`src/rtl/mips_mc_pkg.sv`:
```
// Shared types and encodings for the multicycle MIPS main decoder.
package mips_mc_pkg;

  localparam int unsigned OP_W    = 6;
  localparam int unsigned ALUOP_W = 3;
  localparam int unsigned ST_W    = 5;

  typedef enum logic [ST_W-1:0] {
    FETCH   = 5'd0,
    DECODE  = 5'd1,
    MEMADR  = 5'd2,
    MEMRD   = 5'd3,
    MEMWB   = 5'd4,
    MEMWR   = 5'd5,
    RTYPEEX = 5'd6,
    ALUWB   = 5'd7,
    BEQEX   = 5'd8,
    BNEEX   = 5'd9,
    IMMEX   = 5'd10,
    IMMWB   = 5'd11,
    JEX     = 5'd12,
    JALEX   = 5'd13,
    EXC     = 5'd14
  } statetype;

  localparam logic [OP_W-1:0] OP_RTYPE = 6'b000000;
  localparam logic [OP_W-1:0] OP_LW    = 6'b100011;
  localparam logic [OP_W-1:0] OP_SW    = 6'b101011;
  localparam logic [OP_W-1:0] OP_BEQ   = 6'b000100;
  localparam logic [OP_W-1:0] OP_BNE   = 6'b000101;
  localparam logic [OP_W-1:0] OP_ADDI  = 6'b001000;
  localparam logic [OP_W-1:0] OP_SLTI  = 6'b001010;
  localparam logic [OP_W-1:0] OP_ANDI  = 6'b001100;
  localparam logic [OP_W-1:0] OP_ORI   = 6'b001101;
  localparam logic [OP_W-1:0] OP_J     = 6'b000010;
  localparam logic [OP_W-1:0] OP_JAL   = 6'b000011;

  localparam logic [ALUOP_W-1:0] ALU_ADD   = 3'b000;
  localparam logic [ALUOP_W-1:0] ALU_SUB   = 3'b001;
  localparam logic [ALUOP_W-1:0] ALU_FUNCT = 3'b010;
  localparam logic [ALUOP_W-1:0] ALU_AND   = 3'b011;
  localparam logic [ALUOP_W-1:0] ALU_OR    = 3'b100;
  localparam logic [ALUOP_W-1:0] ALU_SLT   = 3'b101;

  typedef struct packed {
    logic               mem_req;
    logic               memwrite;
    logic               iord;
    logic               irwrite;
    logic [1:0]         regdst;
    logic [1:0]         memtoreg;
    logic               regwrite;
    logic               alusrca;
    logic [1:0]         alusrcb;
    logic [1:0]         pcsrc;
    logic [ALUOP_W-1:0] aluop;
    logic               branch;
    logic               branchne;
    logic               pcwrite;
    logic               illegal_op;
  } ctrl_t;

  // ALU operation for the immediate-arithmetic group.
  function automatic logic [ALUOP_W-1:0] imm_aluop(input logic [OP_W-1:0] op);
    case (op)
      OP_SLTI: imm_aluop = ALU_SLT;
      OP_ANDI: imm_aluop = ALU_AND;
      OP_ORI:  imm_aluop = ALU_OR;
      default: imm_aluop = ALU_ADD;
    endcase
  endfunction

endpackage

```
`src/rtl/maindec_mc_outrom.sv`:
```
// State to control-word decode for maindec_mc_hs (combinational).
// Build option MC_EXC_EN adds the EXC state word.
module maindec_mc_outrom
  import mips_mc_pkg::*;
(
  input  statetype         state,
  input  logic [OP_W-1:0]  op,
  output ctrl_t            ctrl
);

  // FETCH carries irwrite/pcwrite ungated; the top qualifies them with mem_ready.
  always_comb begin
    ctrl = '0;
    case (state)
      FETCH: begin
        ctrl.mem_req = 1'b1;
        ctrl.alusrcb = 2'b01;
        ctrl.aluop   = ALU_ADD;
        ctrl.irwrite = 1'b1;
        ctrl.pcwrite = 1'b1;
      end
      DECODE: begin
        ctrl.alusrcb = 2'b11;
        ctrl.aluop   = ALU_ADD;
      end
      MEMADR: begin
        ctrl.alusrca = 1'b1;
        ctrl.alusrcb = 2'b10;
        ctrl.aluop   = ALU_ADD;
      end
      MEMRD: begin
        ctrl.mem_req = 1'b1;
        ctrl.iord    = 1'b1;
      end
      MEMWB: begin
        ctrl.regdst   = 2'b00;
        ctrl.memtoreg = 2'b01;
        ctrl.regwrite = 1'b1;
      end
      MEMWR: begin
        ctrl.mem_req  = 1'b1;
        ctrl.iord     = 1'b1;
        ctrl.memwrite = 1'b1;
      end
      RTYPEEX: begin
        ctrl.alusrca = 1'b1;
        ctrl.alusrcb = 2'b00;
        ctrl.aluop   = ALU_FUNCT;
      end
      ALUWB: begin
        ctrl.regdst   = 2'b01;
        ctrl.memtoreg = 2'b00;
        ctrl.regwrite = 1'b1;
      end
      BEQEX: begin
        ctrl.alusrca = 1'b1;
        ctrl.aluop   = ALU_SUB;
        ctrl.pcsrc   = 2'b01;
        ctrl.branch  = 1'b1;
      end
      BNEEX: begin
        ctrl.alusrca  = 1'b1;
        ctrl.aluop    = ALU_SUB;
        ctrl.pcsrc    = 2'b01;
        ctrl.branchne = 1'b1;
      end
      IMMEX: begin
        ctrl.alusrca = 1'b1;
        ctrl.alusrcb = 2'b10;
        ctrl.aluop   = imm_aluop(op);
      end
      IMMWB: begin
        ctrl.regdst   = 2'b00;
        ctrl.memtoreg = 2'b00;
        ctrl.regwrite = 1'b1;
      end
      JEX: begin
        ctrl.pcsrc   = 2'b10;
        ctrl.pcwrite = 1'b1;
      end
      JALEX: begin
        ctrl.pcsrc    = 2'b10;
        ctrl.pcwrite  = 1'b1;
        ctrl.regdst   = 2'b10;
        ctrl.memtoreg = 2'b10;
        ctrl.regwrite = 1'b1;
      end
`ifdef MC_EXC_EN
      EXC: begin
        ctrl.pcsrc      = 2'b11;
        ctrl.pcwrite    = 1'b1;
        ctrl.illegal_op = 1'b1;
      end
`endif
      default: ctrl = '0;
    endcase
  end

endmodule

```
`src/rtl/maindec_mc_hs.sv`:
```
// Multicycle MIPS main control FSM with variable-latency memory handshake.
// Build option MC_EXC_EN routes illegal opcodes through an exception state.
module maindec_mc_hs
  import mips_mc_pkg::*;
(
  input  logic               clk,
  input  logic               reset,
  input  logic [OP_W-1:0]    op,
  input  logic               mem_ready,
  output logic               mem_req,
  output logic               memwrite,
  output logic               iord,
  output logic               irwrite,
  output logic [1:0]         regdst,
  output logic [1:0]         memtoreg,
  output logic               regwrite,
  output logic               alusrca,
  output logic [1:0]         alusrcb,
  output logic [1:0]         pcsrc,
  output logic [ALUOP_W-1:0] aluop,
  output logic               branch,
  output logic               branchne,
  output logic               pcwrite,
  output logic               illegal_op,
  output logic [ST_W-1:0]    st
);

  statetype state;
  ctrl_t    ctrl;
  logic     fetch_gate;

  // State register with next-state selection; unknown codes recover to FETCH.
  always_ff @(posedge clk or posedge reset) begin
    if (reset) begin
      state <= FETCH;
    end else begin
      case (state)
        FETCH:   if (mem_ready) state <= DECODE;
        DECODE: begin
          case (op)
            OP_RTYPE:                          state <= RTYPEEX;
            OP_LW, OP_SW:                      state <= MEMADR;
            OP_BEQ:                            state <= BEQEX;
            OP_BNE:                            state <= BNEEX;
            OP_ADDI, OP_SLTI, OP_ANDI, OP_ORI: state <= IMMEX;
            OP_J:                              state <= JEX;
            OP_JAL:                            state <= JALEX;
`ifdef MC_EXC_EN
            default:                           state <= EXC;
`else
            default:                           state <= FETCH;
`endif
          endcase
        end
        MEMADR:  state <= (op == OP_SW) ? MEMWR : MEMRD;
        MEMRD:   if (mem_ready) state <= MEMWB;
        MEMWR:   if (mem_ready) state <= FETCH;
        RTYPEEX: state <= ALUWB;
        IMMEX:   state <= IMMWB;
        default: state <= FETCH;
      endcase
    end
  end

  maindec_mc_outrom u_outrom (
    .state (state),
    .op    (op),
    .ctrl  (ctrl)
  );

  // IR and PC loads in FETCH only happen on the cycle memory delivers.
  assign fetch_gate = (state != FETCH) | mem_ready;

  assign mem_req    = ctrl.mem_req;
  assign memwrite   = ctrl.memwrite;
  assign iord       = ctrl.iord;
  assign irwrite    = ctrl.irwrite & fetch_gate;
  assign regdst     = ctrl.regdst;
  assign memtoreg   = ctrl.memtoreg;
  assign regwrite   = ctrl.regwrite;
  assign alusrca    = ctrl.alusrca;
  assign alusrcb    = ctrl.alusrcb;
  assign pcsrc      = ctrl.pcsrc;
  assign aluop      = ctrl.aluop;
  assign branch     = ctrl.branch;
  assign branchne   = ctrl.branchne;
  assign pcwrite    = ctrl.pcwrite & fetch_gate;
  assign illegal_op = ctrl.illegal_op;
  assign st         = state;

endmodule

```
`config.mk`:
```
export PLATFORM = sky130hd
export DESIGN_NAME = maindec_mc_hs
export DESIGN_NICKNAME = d
export VERILOG_FILES = /design/src/rtl/mips_mc_pkg.sv /design/src/rtl/maindec_mc_outrom.sv /design/src/rtl/maindec_mc_hs.sv
export SDC_FILE = /design/constraint.sdc
export NUM_CORES = 1
export LEC_CHECK = 0
export BUFFER_PORTS_ARGS = -buffer_cell sky130_fd_sc_hd__buf_2
export CORE_AREA = 2 2 50 52
export CTS_CLUSTER_DIAMETER = 50
export DETAILED_ROUTE_END_ITERATION = 10
export DIE_AREA = 0 0 52 54
export HOLD_SLACK_MARGIN = 0.05
export PLACE_DENSITY_LB_ADDON = 0.1
export REMOVE_ABC_BUFFERS = 1
export SETUP_SLACK_MARGIN = 0.4
export SYNTH_ARGS = -nofsm -noshare
export SYNTH_HDL_FRONTEND = slang
export SYNTH_SLANG_ARGS = --single-unit
```
`constraint.sdc`:
```
create_clock -name clk -period 1.7 [get_ports clk]
set_clock_uncertainty 0.2 [all_clocks]
set_input_delay 0.51 -clock clk [delete_from_list [all_inputs] [get_ports clk]]
set_output_delay 0.51 -clock clk [all_outputs]
set_load 0.02 [all_outputs]
```
==> out/qor.yml <==
status:
  outcome: "finished, violations left"
  violations: "setup timing"
layout:
  n_fill_cell: 204
  stdcell_count: 206
  largest_reg_flops: 4
  drive_above_1_share: 0.710
  seqCellArea_um2: 105
  multiInputGateArea_um2: 669
  diodes: 0
  stdcell_area_um2: 1590
  syn_to_final_growth_pct: 143
  nNetsFinal: 187
floorplan:
  die_width_um: 52
  core_um2: 2320
  die_h_um: 54
  io_pins: 35
  rows: 18
  start_util: 0.282
  die_area_um2: 2810
synth:
  ys.warnings.count: 0
  ys_ff_latch: 4
  synth_cell_type_count: 34
  syn_inst: 100
  syn-cell-area_um2: 653
  syn_avg_cell_area_um2: 6.53
  synth_seq_area_share: 0.153
timing:
  max_freq_mhz: 472
  rsz0062_at_grt: "true"
  finalCriticalPeriod_ns: 2.12
  hold_viol: 0
  slew_viol_final: 0
  holdWs_ns: 0.493
  setup_violations: 24
  fin_crit_sh: 1.25
  worst_slack_ns: -0.418
clocking:
  cts_tree: "built"
  htreeDepth: 1
  numCtsBuffers: 3
  cts_num_sinks: 4
  clkTransAtPathRegs_ns: 0.03
  cts-root-buf: "clkbuf_4"
  cts.path.max_buffers: 2
  clk_latency_ns: 0.24
setup_path:
  crit_slowest_cell: "dfrtp_2"
  r2r_end: "st[2]"
  start_kind: "register"
  end_kind: "output port"
  crit_chain: "buf_6, nand2b_4, nor3_4, a21o_1, buf_6"
  crit_fanout: 6
  critPathKind: "reg -> out"
  crit_buf_inv: 2
  reg2reg_slack_ns: 0.05
  crit_arrival_ns: 1.41
  max_stage_delay_ns: 0.47
  path_common_cell: "buf_6"
  rr_worst_depth: 6
  rr_startpoint: "st[2]"
  path_delay_family: "flip-flops"
  cp.required_ns: 0.99
  path_depth: 5
global_routing:
  overflow: 0
  grt_pass1_vias: 993
  grt_antenna_before_repair: 0
  grt_pass1_wl_um: 4480
  grt_use_total: 0.212
  grt_start_max_net_pins: 10
min_path:
  min_path_cells: 2
  hold_end: "st[2]"
  worst_hold_path_type: "reg -> reg"
  min_from: "st[3]"
run:
  cap_viol_max_count: 0
route:
  num_vias: 1032
  first_pass_iters: 4
  routedWlPerCell_um: 13.6
  drc: 0
  postRouteAntennaNets: 0
  wirelength_um: 2800
  vias_per_cell: 5.01
  drt_first_iter_violations: 25
placed_design:
  dp_hpwl_um: 1840
  place_congestion: 0.805
  placedInstanceArea_um2: 1070
  portBuffers: 32
  pre_cts_slack_ns: -0.343
  place_inst: 190
power:
  vdd.ir_drop.worst_mv: 1.24
  p_leak_uw: 0.000728
  p_per_area_nw_per_um2: 1440
## timing repair
item / CTS / global route
resized for setup: 83 / 26
hold endpoints to repair: 4 / 0
hold buffers: 1 / 0
setup endpoints to repair: 28 / 28
buffers inserted: 9 / 3
pin swaps: 15 / 5
## worst max path at each step
| stage | startpoint | endpoint | slack, ns |
|---|---|---|---|
| after floorplan | st[1] | pcwrite | -0.81 |
| after global placement | op[5] | aluop[2] | -0.34 |
| after detailed placement | mem_ready | pcwrite | -0.34 |
| after CTS | st[1] | mem_req | -0.39 |
| after global routing | st[3] | regwrite | -0.48 |
| final | st[3] | regwrite | -0.42 |
## layout make-up
cell class                      count  area share
Inverter                            4     0.00945
Sequential cell                     4      0.0661
Timing Repair Buffer               83       0.465
Multi-Input combinational cell     82       0.421
Tap cell                           30      0.0236
Clock buffer                        3      0.0142
## Yosys cell counts (all sizes together)
cell type / instances / area (µm²)
nor2: 17 / 63.8
a21oi: 10 / 50.1
buf: 9 / 61.3
nand2: 8 / 30.0
nor3: 8 / 45.0
nand2b: 6 / 45.0
dfrtp: 4 / 100
inv: 4 / 15.0
nor2b: 4 / 25.0
o21ai: 3 / 15.0
a211oi: 2 / 15.0
a21o: 2 / 15.0
clkbuf: 2 / 7.51
nand4: 2 / 12.5
nand4b: 2 / 17.5
o31a: 2 / 17.5
or2: 2 / 12.5
xnor2: 2 / 17.5
a221o: 1 / 10.0
a221oi: 1 / 15.0
a22oi: 1 / 7.51
a41oi: 1 / 8.76
and2: 1 / 6.26
conb: 1 / 3.75
nand3: 1 / 5.00
o22ai: 1 / 6.26
o31ai: 1 / 7.51
o32ai: 1 / 8.76
xor2: 1 / 8.76
## through the flow
| step | TNS, ns | util | total power (µW) |
|---|---|---|---|
| 2_1_floorplan | -8.28 | - | 826 |
| 3_3_place_gp | -3.63 | 0.462 | 1410 |
| 3_5_place_dp | -4.05 | 0.462 | 1420 |
| 4_1_cts | -6.57 | 0.632 | 2090 |
| 5_1_grt | -7.86 | 0.685 | 2430 |
| 6_report | -6.85 | 0.685 | 2290 |
## per-layer routing
metal	share of wire	track usage
met5	0	0
met2	0.53	0.403
met1	0.41	0.254
met3	0.048	0.0250
met4	0.012	0.0439
## worst reg2reg max path, delay by kind of cell, from the launching register on
family,cells,cell delay [ns]
simple gates,1,0.07
buf+inv,2,0.27
compound gates,3,0.54
flops,1,0.48
## power breakdown
group / total, µW / internal [µW] / switching [µW]
Clock: 123 / 79.3 / 43.7
Sequential: 221 / 135 / 85.1
Combinational: 1950 / 1030 / 917
Total: 2290 / 1250 / 1050
## placed cells by master, fill, tap and decap left out, types with 2 or more instances in the layout
cell type / synthesis / routed
a21oi_2: 0 / 3
nor3_1: 7 / 2
or2_4: 0 / 2
xnor2_2: 0 / 2
nand2_1: 8 / 5
nand4_1: 2 / 2
a21o_1: 2 / 2
clkbuf_4: 0 / 3
conb_1: 1 / 2
dfrtp_2: 0 / 4
a211oi_2: 0 / 2
nand2b_4: 1 / 5
nand4b_1: 2 / 2
o21ai_1: 0 / 2
buf_6: 1 / 33
nor2_1: 17 / 12
a21oi_1: 10 / 7
nor3_4: 0 / 3
o31a_1: 2 / 2
buf_4: 4 / 41
nand2_4: 0 / 3
nor3_2: 1 / 3
buf_2: 4 / 7
inv_1: 3 / 3
nor2_4: 0 / 3
nor2_2: 0 / 2
nor2b_4: 0 / 2
## cells by family after synthesis
kind of cell,Yosys count,synth area share
and+or+nand+nor,51,0.402
AOI/OAI and AO/OA,26,0.270
buffers and inverters,15,0.128
DFF,4,0.153
xor gates and xnor gates,3,0.0402
other,1,0.00574
No activity file was read; power rests on OpenSTA's default activity.
